===== config.mk =====
export PLATFORM = sky130hd
export DESIGN_NAME = instr_encoder
export DESIGN_NICKNAME = d
export VERILOG_FILES = /design/src/rtl/instr_encoder.sv
export SDC_FILE = /design/constraint.sdc
export NUM_CORES = 1
export LEC_CHECK = 0
export CAP_MARGIN = 40
export CORE_MARGIN = 2
export CORE_UTILIZATION = 50
export DETAILED_ROUTE_END_ITERATION = 8
export PLACE_DENSITY = 0.91
export SETUP_SLACK_MARGIN = 0.02
export SLEW_MARGIN = 20
export SYNTH_ARGS = -nofsm -noshare
export SYNTH_HDL_FRONTEND = slang
export SYNTH_SLANG_ARGS = --single-unit
export TNS_END_PERCENT = 10

===== constraint.sdc =====
create_clock -name clk -period 3 [get_ports clk]
set_clock_uncertainty 0.1 [all_clocks]
set_input_delay 0.45 -clock clk [delete_from_list [all_inputs] [get_ports clk]]
set_output_delay 0.45 -clock clk [all_outputs]
set_load 0.01 [all_outputs]

===== src/rtl/instr_encoder.sv =====
// LEGv8 instruction encoder: turns opcode/field requests into 32-bit words,
// buffers them in a 2-entry FIFO and tags each with an instruction-memory address.
module instr_encoder #(
  parameter int unsigned AW        = 6,
  parameter int unsigned BASE_ADDR = 0
) (
  input  logic          clk,
  input  logic          reset,
  input  logic          in_valid,
  output logic          in_ready,
  input  logic [2:0]    op_sel,
  input  logic [4:0]    rd,
  input  logic [4:0]    rn,
  input  logic [4:0]    rm,
  input  logic [18:0]   imm,
  output logic          out_valid,
  input  logic          out_ready,
  output logic [31:0]   instr,
  output logic [AW-1:0] addr,
  output logic          err
);

  localparam int unsigned IW = 32;

  localparam logic [2:0] OP_LDUR = 3'd0;
  localparam logic [2:0] OP_STUR = 3'd1;
  localparam logic [2:0] OP_CBZ  = 3'd2;
  localparam logic [2:0] OP_ADD  = 3'd3;
  localparam logic [2:0] OP_SUB  = 3'd4;
  localparam logic [2:0] OP_AND  = 3'd5;
  localparam logic [2:0] OP_ORR  = 3'd6;
  localparam logic [2:0] OP_ILL  = 3'd7;

  logic [1:0]    count_q, count_d;
  logic [IW-1:0] ent0_q, ent0_d;
  logic [IW-1:0] ent1_q, ent1_d;
  logic [AW-1:0] addr_q, addr_d;
  logic          err_q, err_d;
  logic          in_ready_q, in_ready_d;
  logic          out_valid_q, out_valid_d;

  logic          accept_c;
  logic          push_c;
  logic          pop_c;
  logic [1:0]    fill_c;
  logic [IW-1:0] word_c;

  // D-format ignores rm and imm[18:9], CB ignores rn/rm, R ignores imm.
  function automatic logic [IW-1:0] encode(
    input logic [2:0]  op,
    input logic [4:0]  f_rd,
    input logic [4:0]  f_rn,
    input logic [4:0]  f_rm,
    input logic [18:0] f_imm
  );
    logic [IW-1:0] w;
    w = '0;
    case (op)
      OP_LDUR: w = {11'b11111000010, f_imm[8:0], 2'b00, f_rn, f_rd};
      OP_STUR: w = {11'b11111000000, f_imm[8:0], 2'b00, f_rn, f_rd};
      OP_CBZ:  w = {8'b10110100, f_imm, f_rd};
      OP_ADD:  w = {11'b10001011000, f_rm, 6'b000000, f_rn, f_rd};
      OP_SUB:  w = {11'b11001011000, f_rm, 6'b000000, f_rn, f_rd};
      OP_AND:  w = {11'b10001010000, f_rm, 6'b000000, f_rn, f_rd};
      OP_ORR:  w = {11'b10101010000, f_rm, 6'b000000, f_rn, f_rd};
      default: w = '0;
    endcase
    return w;
  endfunction

  // Shift FIFO: entry 0 is always the head, so instr comes straight off a flop.
  always_comb begin
    ent0_d      = ent0_q;
    ent1_d      = ent1_q;
    count_d     = count_q;
    addr_d      = addr_q;
    err_d       = 1'b0;
    in_ready_d  = in_ready_q;
    out_valid_d = out_valid_q;

    accept_c = in_valid && in_ready_q;
    push_c   = accept_c && (op_sel != OP_ILL);
    pop_c    = out_valid_q && out_ready;
    word_c   = encode(op_sel, rd, rn, rm, imm);
    fill_c   = count_q - 2'(pop_c);

    if (pop_c) begin
      ent0_d = ent1_q;
      addr_d = addr_q + AW'(1);
    end
    if (push_c) begin
      if (fill_c == 2'd0) ent0_d = word_c;
      else                ent1_d = word_c;
    end

    count_d     = fill_c + 2'(push_c);
    err_d       = accept_c && (op_sel == OP_ILL);
    // Handshake flags are registered from the next count, so out_ready never reaches in_ready combinationally.
    in_ready_d  = (count_d != 2'd2);
    out_valid_d = (count_d != 2'd0);
  end

  always_ff @(posedge clk or negedge reset) begin
    if (!reset) begin
      count_q     <= 2'd0;
      ent0_q      <= '0;
      ent1_q      <= '0;
      addr_q      <= AW'(BASE_ADDR);
      err_q       <= 1'b0;
      in_ready_q  <= 1'b0;
      out_valid_q <= 1'b0;
    end else begin
      count_q     <= count_d;
      ent0_q      <= ent0_d;
      ent1_q      <= ent1_d;
      addr_q      <= addr_d;
      err_q       <= err_d;
      in_ready_q  <= in_ready_d;
      out_valid_q <= out_valid_d;
    end
  end

  assign in_ready  = in_ready_q;
  assign out_valid = out_valid_q;
  assign instr     = ent0_q;
  assign addr      = addr_q;
  assign err       = err_q;

endmodule


# --- Word-level counts from Yosys, hierarchy flattened ---
# Index checks and enable logic that the tools add are counted.
op_classes:
  n_addsub: 3
  n_reduce_logical: 8
  n_mux: 4
  n_bitwise: 1
  n_eq_ne: 9
op_table:
  columns: ["cell", "n"]
  rows:
  - ["32-bit case mux with 7 select lines", 1]
  - ["32-bit two-way mux", 3]
  - ["3-bit equality test, second input constant", 4]
  - ["6-bit by 1-bit adder with 6-bit output, second input constant", 1]
  - ["3-bit by 2-bit equality test with 1-bit output, second input constant", 2]
  - ["1-bit logical AND", 4]
  - ["3-bit by 1-bit equality test with 1-bit output, second input constant", 1]
  - ["3-bit zero test", 1]
  - ["3-bit inequality test, second input constant", 1]
  - ["2-bit by 1-bit adder with 2-bit output", 1]
  - ["2-bit zero test", 1]
  - ["2-bit inequality test, second input constant", 1]
  - ["2-bit AND reduction", 1]
  - ["2-bit nonzero test", 1]
  - ["2-bit by 1-bit subtractor with 2-bit output", 1]
  - ["1-bit NOT", 1]
word_totals:
  output_inout_bits: 41
  regBits: 75
  input_bits: 41

# --- Depth between registers and ports, before layout ---
# Gate-level depths: netlist of the first run.
logic_depth:
  depth_word: 5
  depth_mapped: 11
  depth_no_buf: 7

# --- Worst setup path before layout of the first run ---
# No wires, ideal clock.
synth_timing:
  kind: "input to register"
  from: "in out_ready"
  to: "reg ent0_q[10] (netlist: instr[10])"
  stages: 11
  arrival_ps: 2481
  slack_ps: 292
  setup_time_ps: 127
  path_cell_list: "nand2_1 inv_2 buf_2 buf_1 ha_1 xnor2_1 or4b_4 buf_6 buf_6 a21oi_1 a31oi_1"
synth_between:
  elab_chain_len: 5
synth_lines:
  columns: ["element", "line_no", "source"]
  rows:
  - ["start: declaration", "17", "input logic out_ready,"]
  - ["1-bit logical AND *", "83", "pop_c = out_valid_q && out_ready;"]
  - ["net pop_c", "44", "logic pop_c;"]
  - ["2-bit by 1-bit subtractor with 2-bit output", "85", "fill_c = count_q - 2'(pop_c);"]
  - ["2-bit zero test", "92", "if (fill_c == 2'd0) ent0_d = word_c;"]
  - ["32-bit two-way mux", "92", null]
  - ["32-bit two-way mux *", "91", "if (push_c) begin"]
  - ["net ent0_d[10]", "35", "logic [IW-1:0] ent0_q, ent0_d;"]
  - ["end signal: assignment", "114", "ent0_q <= ent0_d;"]
  - ["end: declaration", "35", null]
# Mark *: on every way through the listed nets, which the timed path passes. The rest lies on a longest branch.
# A chain may end at the register's enable or synchronous reset.

# --- Worst setup path after layout of the first run ---
layout_timing:
  from: "in out_ready"
  to: "reg ent0_q[21] (netlist: instr[21])"
layout_between:
  elab_chain_len: 5
layout_lines:
  columns: ["element", "line_no"]
  rows:
  - ["1-bit logical AND *", "83"]
  - ["2-bit by 1-bit subtractor with 2-bit output", "85"]
  - ["2-bit zero test", "92"]
  - ["32-bit two-way mux", "92"]
  - ["32-bit two-way mux *", "91"]
  - ["net ent0_d[21]", "35"]
# Marks and branches as above.

==> results.toml, run 1 <==
[outcome]
status = "finished, final reports clean"

[critical_path]
slowest_stage = "or4b_4"
r2r-end = "instr[21]"
rr_startpoint = "out_valid"
ff2ff_setup_slack_ns = 0.55
r2r_cells = 7
critPathKind = "primary input to flip-flop"
path_cells = "clkdlybuf4s50_1 > nand2_1 > inv_2 > ha_1 > xnor2_1 > or4b_4 > a21oi_1 > a31oi_1"
worst_setup_path_end_kind = "flip-flop"
crit_required_ns = 3.09
crit_path_max_fanout = 61
arrival_ns = 2.63
start_kind = "primary input"
slowest_delay_ns = 0.80

[cells_and_area]
mostFrequentLayoutCells = "nand2_1 (83), clkdlybuf4s50_1 (80), dfrtp_1 (75)"
antennaDiodeCount = 0
final_nets = 481
final_common_cell = "nand2_1"
finalNonFillerCells = 538
synthToLayoutAreaGrowth_pct = 31.2
drive_above_1_share = 0.127
fill_cells = 529

[detailed_routing]
routed_wl_um = 8640
wl_per_cell_um = 16.1
initialDrtViolationCount = 247
num_vias = 2954
dr.pass1.iters = 4
postRouteAntennaNets = 0
vias_per_cell = 5.49
drc = 0

[placed_design]
dp.final_hpwl_um = 5910
dp.cells = 521
portBuffers = 81
place_congestion = 0.876

[timing]
setup_viol_count_final = 0
relSlewSlack = 0.585
fin_tns_setup_ns = 0
slew_viol_final = 0
whs_ns = 0.377
fmax_mhz = 394
fin_crit_ns = 2.54
final-hold-violation-count = 0
rsz0062_at_grt = "false"
max_slew.worst_pin.slew_ns = 0.623
final.period_utilization = 0.846

[power]
ir_drop_mv = 0.762
powerDensity_nw_per_um2 = 944
p_leak_nw = 2.05
power_w = 0.00437

[cts]
hold_buffers = 1
clk-insertion-delay-late_ns = 0.35
cts_tree = "done"
htreeDepth = 3
postCtsSetupRepairBufs = 0
cts.clk_slew.worst_paths_ns = 0.08
cts-root-buf = "clkbuf_8"
clockBufferDepth = 2
numCtsBuffers = 9
cts_sinks = 75
postCtsResizedCells = 0

[hold_path]
hold_path_depth = 1
min_to = "addr[5]"
hp-start = "addr[5]"
hold_class = "flip-flop to flip-flop"

[synthesis]
synth_cells = 359
ys_async_sr_fraction = 1.00
synth.avg_cell_area_sq_um = 9.83
synth_warnings = 0
ys_types = 37
ys_seq_elements = 75
synth_fp_nets = 403
synth_edf_count = 0
synth_ff_type = "dfrtp_1"
netlist_area_sq_um = 3530
ys_seq_area_frac = 0.532

[floorplanning]
core_area_sq_um = 6790
die_h_um = 88.0
dieWidth_um = 88.0
std_cell_rows = 30
dieArea_sq_um = 7740
io_pins = 82
initial_core_util = 0.519

[grt]
grt_overflow = 0
antenna_found_initial = 0
grt_max_degree = 62
grt_pass1_vias = 2950
grt.total_usage = 0.246
grt_pass1_wl_um = 14400

[job]
maxCapViolCount = 0
==> flip-flops by register name (all words and copies together), names as in the netlist <==
name and flops:
out_valid 1, in_ready 1, instr 32, ent1_q 32, addr 6, count_q 2, err 1
==> per-stage QoR <==
stage / cell area [sq um] / worst slack (ns) / util
final: 4630 / 0.463 / 0.681
after detailed placement: 4400 / 0.186 / 0.648
after floorplan: 3530 / 0.292 / -
after global placement: 4380 / 0.270 / 0.645
after global routing: 4630 / 0.351 / 0.681
after CTS: 4630 / 0.482 / 0.681
==> per-layer routing <==
metal | up-vias | part of all wire | track usage
met5 | - | 0 | 0
met4 | 0 | 0.019 | 0.0923
met3 | 19 | 0.062 | 0.0575
met2 | 110 | 0.50 | 0.404
met1 | 1437 | 0.42 | 0.317
li1 | 1388 | - | -
==> final cells by class <==
type                            instances  area (sq um)  share of cell area
Sequential cell                        75          1880               0.405
Timing Repair Buffer                   91           911               0.197
Clock inverter                          7          91.3              0.0197
Clock buffer                            9           124              0.0268
Tap cell                               96           120              0.0259
Inverter                                8          30.0             0.00649
Multi-Input combinational cell        252          1480               0.319
==> cells in the mapped netlist, types with 3 or more instances <==
cell / count / area, sq um
or3_1: 5 / 31.3
a22oi_1: 5 / 37.5
a21oi_1: 17 / 85.1
nand2_1: 83 / 312
mux2_2: 24 / 270
xnor2_1: 6 / 52.6
o21ai_1: 11 / 55.1
buf_6: 6 / 67.6
a31oi_1: 18 / 113
o22ai_1: 5 / 31.3
buf_2: 5 / 25.0
nand2b_1: 10 / 62.6
nand3b_1: 4 / 30.0
dfrtp_1: 75 / 1880
ha_1: 3 / 37.5
clkbuf_1: 11 / 41.3
a2bb2oi_1: 5 / 43.8
o21ai_0: 17 / 85.1
nor3_1: 6 / 30.0
nor2_1: 15 / 56.3
inv_1: 7 / 26.3
==> cells by family after synthesis <==
| logic type | after synthesis | synth area share |
|---|---|---|
| compound gates | 82 | 0.137 |
| buf+inv | 32 | 0.0496 |
| fa+ha+maj | 3 | 0.0106 |
| flops | 75 | 0.532 |
| xor+xnor | 7 | 0.0174 |
| mux | 26 | 0.0823 |
| simple gates | 134 | 0.172 |
==> how the worst max path moves through the flow <==
stage / from / endpoint / slack (ns)
5_1_grt: out_ready / instr[21] / 0.35
6_report: out_ready / instr[21] / 0.46
4_1_cts: out_ready / instr[21] / 0.48
3_3_place_gp: out_ready / instr[27] / 0.27
2_1_floorplan: out_ready / instr[10] / 0.29
3_5_place_dp: out_ready / instr[27] / 0.19
==> power by group <==
group	internal (W)	switching [W]	leakage, nW	total [W]
sequential	0.00145	0.000255	0.929	0.00171
combinational	0.000962	0.000847	1.01	0.00181
clock	0.000466	0.000383	0.109	0.000849
==> critical path: cells and delay by family <==
kind	cells	cell delay, ns
buf+inv	2	0.44
xor+xnor	1	0.27
simple gates	2	0.89
compound gates	2	0.36
fa+ha+maj	1	0.19
Power figures use the tool's default switching activity.
==> inputs of run 2 (changes only) <==
--- a/config.mk
+++ b/config.mk
@@ -7,9 +7,9 @@
 export LEC_CHECK = 0
 export CAP_MARGIN = 40
 export CORE_MARGIN = 2
-export CORE_UTILIZATION = 50
+export CORE_UTILIZATION = 45
 export DETAILED_ROUTE_END_ITERATION = 8
-export PLACE_DENSITY = 0.91
+export PLACE_DENSITY = 0.87
 export SETUP_SLACK_MARGIN = 0.02
 export SLEW_MARGIN = 20
 export SYNTH_ARGS = -nofsm -noshare
==> constraint.sdc (replaced) <==
create_clock -name clk -period 2.09 [get_ports clk]
set_clock_uncertainty 0.1 [all_clocks]
set_input_delay 0.3135 -clock clk [delete_from_list [all_inputs] [get_ports clk]]
set_output_delay 0.3135 -clock clk [all_outputs]
set_load 0.01 [all_outputs]
==> run 2 against run 1 <==
Against the previous run:
- clock power increased by 44%
- register-to-register slack lost 0.47 ns
- total power rose by 49%
- combinational power up 57%
- critical endpoint is now instr[23]
- global-route usage fell by 2.8 points
==> results.toml, run 2 (synthesis results as in run 1) <==
[cts]
cts_sinks = 75
cts-root-buf = "clkbuf_8"
clk-insertion-delay-late_ns = 0.35
clockBufferDepth = 2
numCtsBuffers = 9
cts_tree = "done"
postCtsSetupRepairBufs = 0
htreeDepth = 3
cts.clk_slew.worst_paths_ns = 0.08

[critical_path]
crit_path_max_fanout = 14
slowest_stage = "or4b_4"
r2r_cells = 8
ff2ff_setup_slack_ns = 0.08
critPathKind = "primary input to flip-flop"
r2r-end = "instr[23]"
slowest_delay_ns = 0.56
arrival_ns = 2.13
crit_buf_inv = 4
path_cells = "clkdlybuf4s50_1 > nand2_2 > inv_4 > ha_4 > inv_2 > or4b_4 > buf_4 > a21oi_2 > a31oi_1"
start_kind = "primary input"
worst_setup_path_end_kind = "flip-flop"
rr_startpoint = "out_valid"
critPathTopFamily = "buffers and inverters"
crit_required_ns = 2.21

[hold_path]
hold_class = "primary input to asynchronous set/reset pin"

[detailed_routing]
drc = 0
wl_per_cell_um = 15.6
vias_per_cell = 5.37
dr.pass1.iters = 4
num_vias = 3016
initialDrtViolationCount = 266
routed_wl_um = 8750
postRouteAntennaNets = 0

[timing]
final-hold-violation-count = 0
max_slew.worst_pin.slew_ns = 0.448
final.period_utilization = 0.963
relSlewSlack = 0.701
fin_crit_ns = 2.01
rsz0062_at_grt = "true"
worst_slack_ns = 0.0780
slew_viol_final = 0
whs_ns = 0.342
setup_viol_count_final = 0
fmax_mhz = 497

[floorplanning]
dieWidth_um = 92.6
core_area_sq_um = 7650
dieArea_sq_um = 8570
initial_core_util = 0.461
die_h_um = 92.6
io_pins = 82
std_cell_rows = 32

[cells_and_area]
postLayoutCellArea_sq_um = 4840
synthToLayoutAreaGrowth_pct = 37.1
final_common_cell = "nand2_1"
final_nets = 499
register_area_sq_um = 1880
postLayoutCoreUtil = 0.633
mostFrequentLayoutCells = "nand2_1 (82), clkdlybuf4s50_1 (80), dfrtp_1 (75)"
fill_cells = 599
antennaDiodeCount = 0
finalNonFillerCells = 562
multi_input_area_sq_um = 1520
drive_above_1_share = 0.183

[placed_design]
portBuffers = 81
dp_slack_ns = -0.286
place_area_sq_um = 4600
dp.final_hpwl_um = 6330
place_congestion = 0.871
dp.cells = 545

[grt]
grt.total_usage = 0.218
grt_overflow = 0
grt_pass1_wl_um = 14600
grt_pass1_vias = 3101
antenna_found_initial = 0
grt_max_degree = 43

[power]
ir_drop_mv = 0.943
p_leak_nw = 2.15
powerDensity_nw_per_um2 = 1350

[outcome]
status = "finished, final reports clean"

[job]
maxCapViolCount = 0
[run 2: changes by cell type in the layout (fill, tap and decap cells not counted), sizes merged]
cell | previous run | this run
clkbuf | 9 | 10
buf | 10 | 28
inv | 9 | 8
[run 2: worst max-delay path by stage]
stage	cells after the start	from	end	slack, ns
after floorplan	11	out_valid	instr[10]	-0.21
after global routing	9	out_ready	instr[29]	-0.008
final	9	out_ready	instr[23]	0.08
after CTS	9	out_ready	instr[27]	0.06
after detailed placement	9	out_ready	instr[27]	-0.29
after global placement	9	out_ready	instr[27]	-0.23
[run 2: power breakdown]
part	internal, W	switching [W]	leakage, nW	total, W
sequential	0.00209	0.000381	0.929	0.00247
combinational	0.00157	0.00127	1.11	0.00284
clock	0.000675	0.000543	0.106	0.00122
[run 2: repair_timing]
| item | CTS | global route |
|---|---|---|
| endpoints found under the hold margin | 33 | 0 |
| hold buffers | 1 | 0 |
| resized for setup | 0 | 2 |
| endpoints found under the setup margin | 0 | 6 |
[run 2: stage by stage]
stage                TNS, ns  power (W)
global placement       -7.35    0.00519
CTS                        0    0.00656
global route        -0.00803    0.00696
detailed placement     -9.62    0.00534
finish                     0    0.00653
floorplan              -8.54    0.00402
[run 2: area by class of cell]
cell class | instances | area share
clock buffer | 10 | 0.0264
tap | 102 | 0.0264
clock inverter | 6 | 0.0186
timing repair buffer | 109 | 0.220
multi-input combinational | 252 | 0.314
inverter | 8 | 0.00672
sequential | 75 | 0.388
[run 2: per-layer routing]
layer | routed length [um] | GRT usage | up-vias
met1 | 3800 | 0.292 | 1478
met5 | 0 | 0 | -
li1 | - | - | 1423
met2 | 4330 | 0.354 | 99
met4 | 138 | 0.0759 | 0
met3 | 493 | 0.0423 | 16
[run 2: worst reg2reg max path, cell delays in order (launching register included)]
cell	delay [ns]
dfrtp_1	0.40
nand2_2	0.10
inv_4	0.04
ha_4	0.26
inv_2	0.03
or4b_4	0.56
buf_4	0.22
a21oi_2	0.13
a31oi_1	0.05
==> inputs of run 3 (changes only) <==
--- a/config.mk
+++ b/config.mk
@@ -9,7 +9,7 @@
 export CORE_MARGIN = 2
 export CORE_UTILIZATION = 45
 export DETAILED_ROUTE_END_ITERATION = 8
-export PLACE_DENSITY = 0.87
+export PLACE_DENSITY = 0.77
 export SETUP_SLACK_MARGIN = 0.02
 export SLEW_MARGIN = 20
 export SYNTH_ARGS = -nofsm -noshare
==> run 3 against run 2 <==
Against the previous run:
- final cell count decreased by 0.71%
- critical endpoint is now instr[29]
- sequential share of layout area is 0.35 points higher
- flip-flop and latch count unchanged
- via count is 2.0% lower
- total power down 2.5%
- register-to-register slack better by 0.02 ns
- critical path depth decreased by 1
- hold slack better by 0.027 ns
- clock-buffer cell count fell by 1
==> results.toml, run 3 (synthesis results as in run 1) <==
[detailed_routing]
num_vias = 2957
wl_per_cell_um = 15.1
dr.pass1.iters = 4
postRouteAntennaNets = 0
initialDrtViolationCount = 186
routed_wl_um = 8400
drc = 0
vias_per_cell = 5.30

[critical_path]
arrival_ns = 2.12
slowest_stage = "or4b_4"
r2r_cells = 8
critPathTopFamily = "simple AND/OR/NAND/NOR gates"
critPathKind = "flip-flop to flip-flop"
r2r-end = "instr[29]"
slowest_delay_ns = 0.57
crit_path_max_fanout = 30
start_kind = "flip-flop"
path_cells = "nand2_2 > inv_4 > ha_4 > inv_2 > or4b_4 > buf_12 > a21oi_2 > a31oi_1"
ff2ff_setup_slack_ns = 0.1
crit_required_ns = 2.22
rr_startpoint = "out_valid"
crit_buf_inv = 3
worst_setup_path_end_kind = "flip-flop"

[floorplanning]
core_area_sq_um = 7650
dieWidth_um = 92.6
io_pins = 82
initial_core_util = 0.461
dieArea_sq_um = 8570
die_h_um = 92.6
std_cell_rows = 32

[timing]
setup_viol_count_final = 0
final.period_utilization = 0.953
max_slew.worst_pin.slew_ns = 0.547
fin_crit_ns = 1.99
whs_ns = 0.369
slew_viol_final = 0
final-hold-violation-count = 0
relSlewSlack = 0.635
fin_tns_setup_ns = 0
rsz0062_at_grt = "false"
fmax_mhz = 502
worst_slack_ns = 0.0985

[cts]
postCtsResizedCells = 0
cts-root-buf = "clkbuf_8"
postCtsSetupRepairBufs = 0
htreeDepth = 3
cts.clk_slew.worst_paths_ns = 0.08
numCtsBuffers = 9
cts_sinks = 75
clk-insertion-delay-late_ns = 0.36
clockBufferDepth = 2
cts_tree = "done"
hold_buffers = 1

[grt]
antenna_found_initial = 0
grt_overflow = 0
grt_pass1_wl_um = 14100
grt.total_usage = 0.211
grt_max_degree = 43
grt_pass1_vias = 2943

[cells_and_area]
final_common_cell = "nand2_1"
mostFrequentLayoutCells = "nand2_1 (82), clkdlybuf4s50_1 (80), dfrtp_1 (75)"
synthToLayoutAreaGrowth_pct = 35.9
antennaDiodeCount = 0
postLayoutCoreUtil = 0.627
final_nets = 496
drive_above_1_share = 0.175
postLayoutCellArea_sq_um = 4790

[hold_path]
min_to = "addr[5]"
hold_path_depth = 1
hold_class = "flip-flop to flip-flop"
hp-start = "addr[5]"

[placed_design]
place_congestion = 0.860
place_area_sq_um = 4590
dp.final_hpwl_um = 5860
portBuffers = 81
dp_slack_ns = -0.240

[power]
p_leak_nw = 2.12
ir_drop_mv = 0.907
powerDensity_nw_per_um2 = 1330

[job]
maxCapViolCount = 0

[outcome]
status = "finished, final reports clean"
run 3: cell type report:
class	instances	area, sq um
Clock buffer	9	124
Clock inverter	6	66.3
Fill cell	612	2850
Inverter	8	32.5
Multi-Input combinational cell	252	1520
Sequential cell	75	1880
Tap cell	102	128
Timing Repair Buffer	106	1050
run 3: worst max path at each step:
stage,start,endpoint,depth (start not counted)
2_1_floorplan,out_valid,instr[10],11
3_5_place_dp,out_ready,instr[29],9
4_1_cts,out_valid,instr[29],8
3_3_place_gp,out_ready,instr[29],9
6_report,out_valid,instr[29],8
5_1_grt,out_valid,instr[29],8
run 3: report_power, final:
part	switching, W	internal (W)	total, W	leakage (nW)
Sequential	0.000368	0.00209	0.00245	0.929
Clock	0.000557	0.000546	0.00110	0.0877
Combinational	0.00125	0.00156	0.00281	1.10
run 3: layer usage:
metal,vias to the layer above,share of wire,global-route usage
li1,1420,-,-
met1,1434,0.46,0.293
met2,91,0.47,0.329
met3,12,0.059,0.0391
met4,0,0.017,0.0846
met5,-,0,0
run 3: stage by stage:
step | instances | power, W
finish | 558 | 0.00637
global route | 558 | 0.00680
CTS | 558 | 0.00642
detailed placement | 542 | 0.00529
global placement | 542 | 0.00520
floorplan | 359 | 0.00402
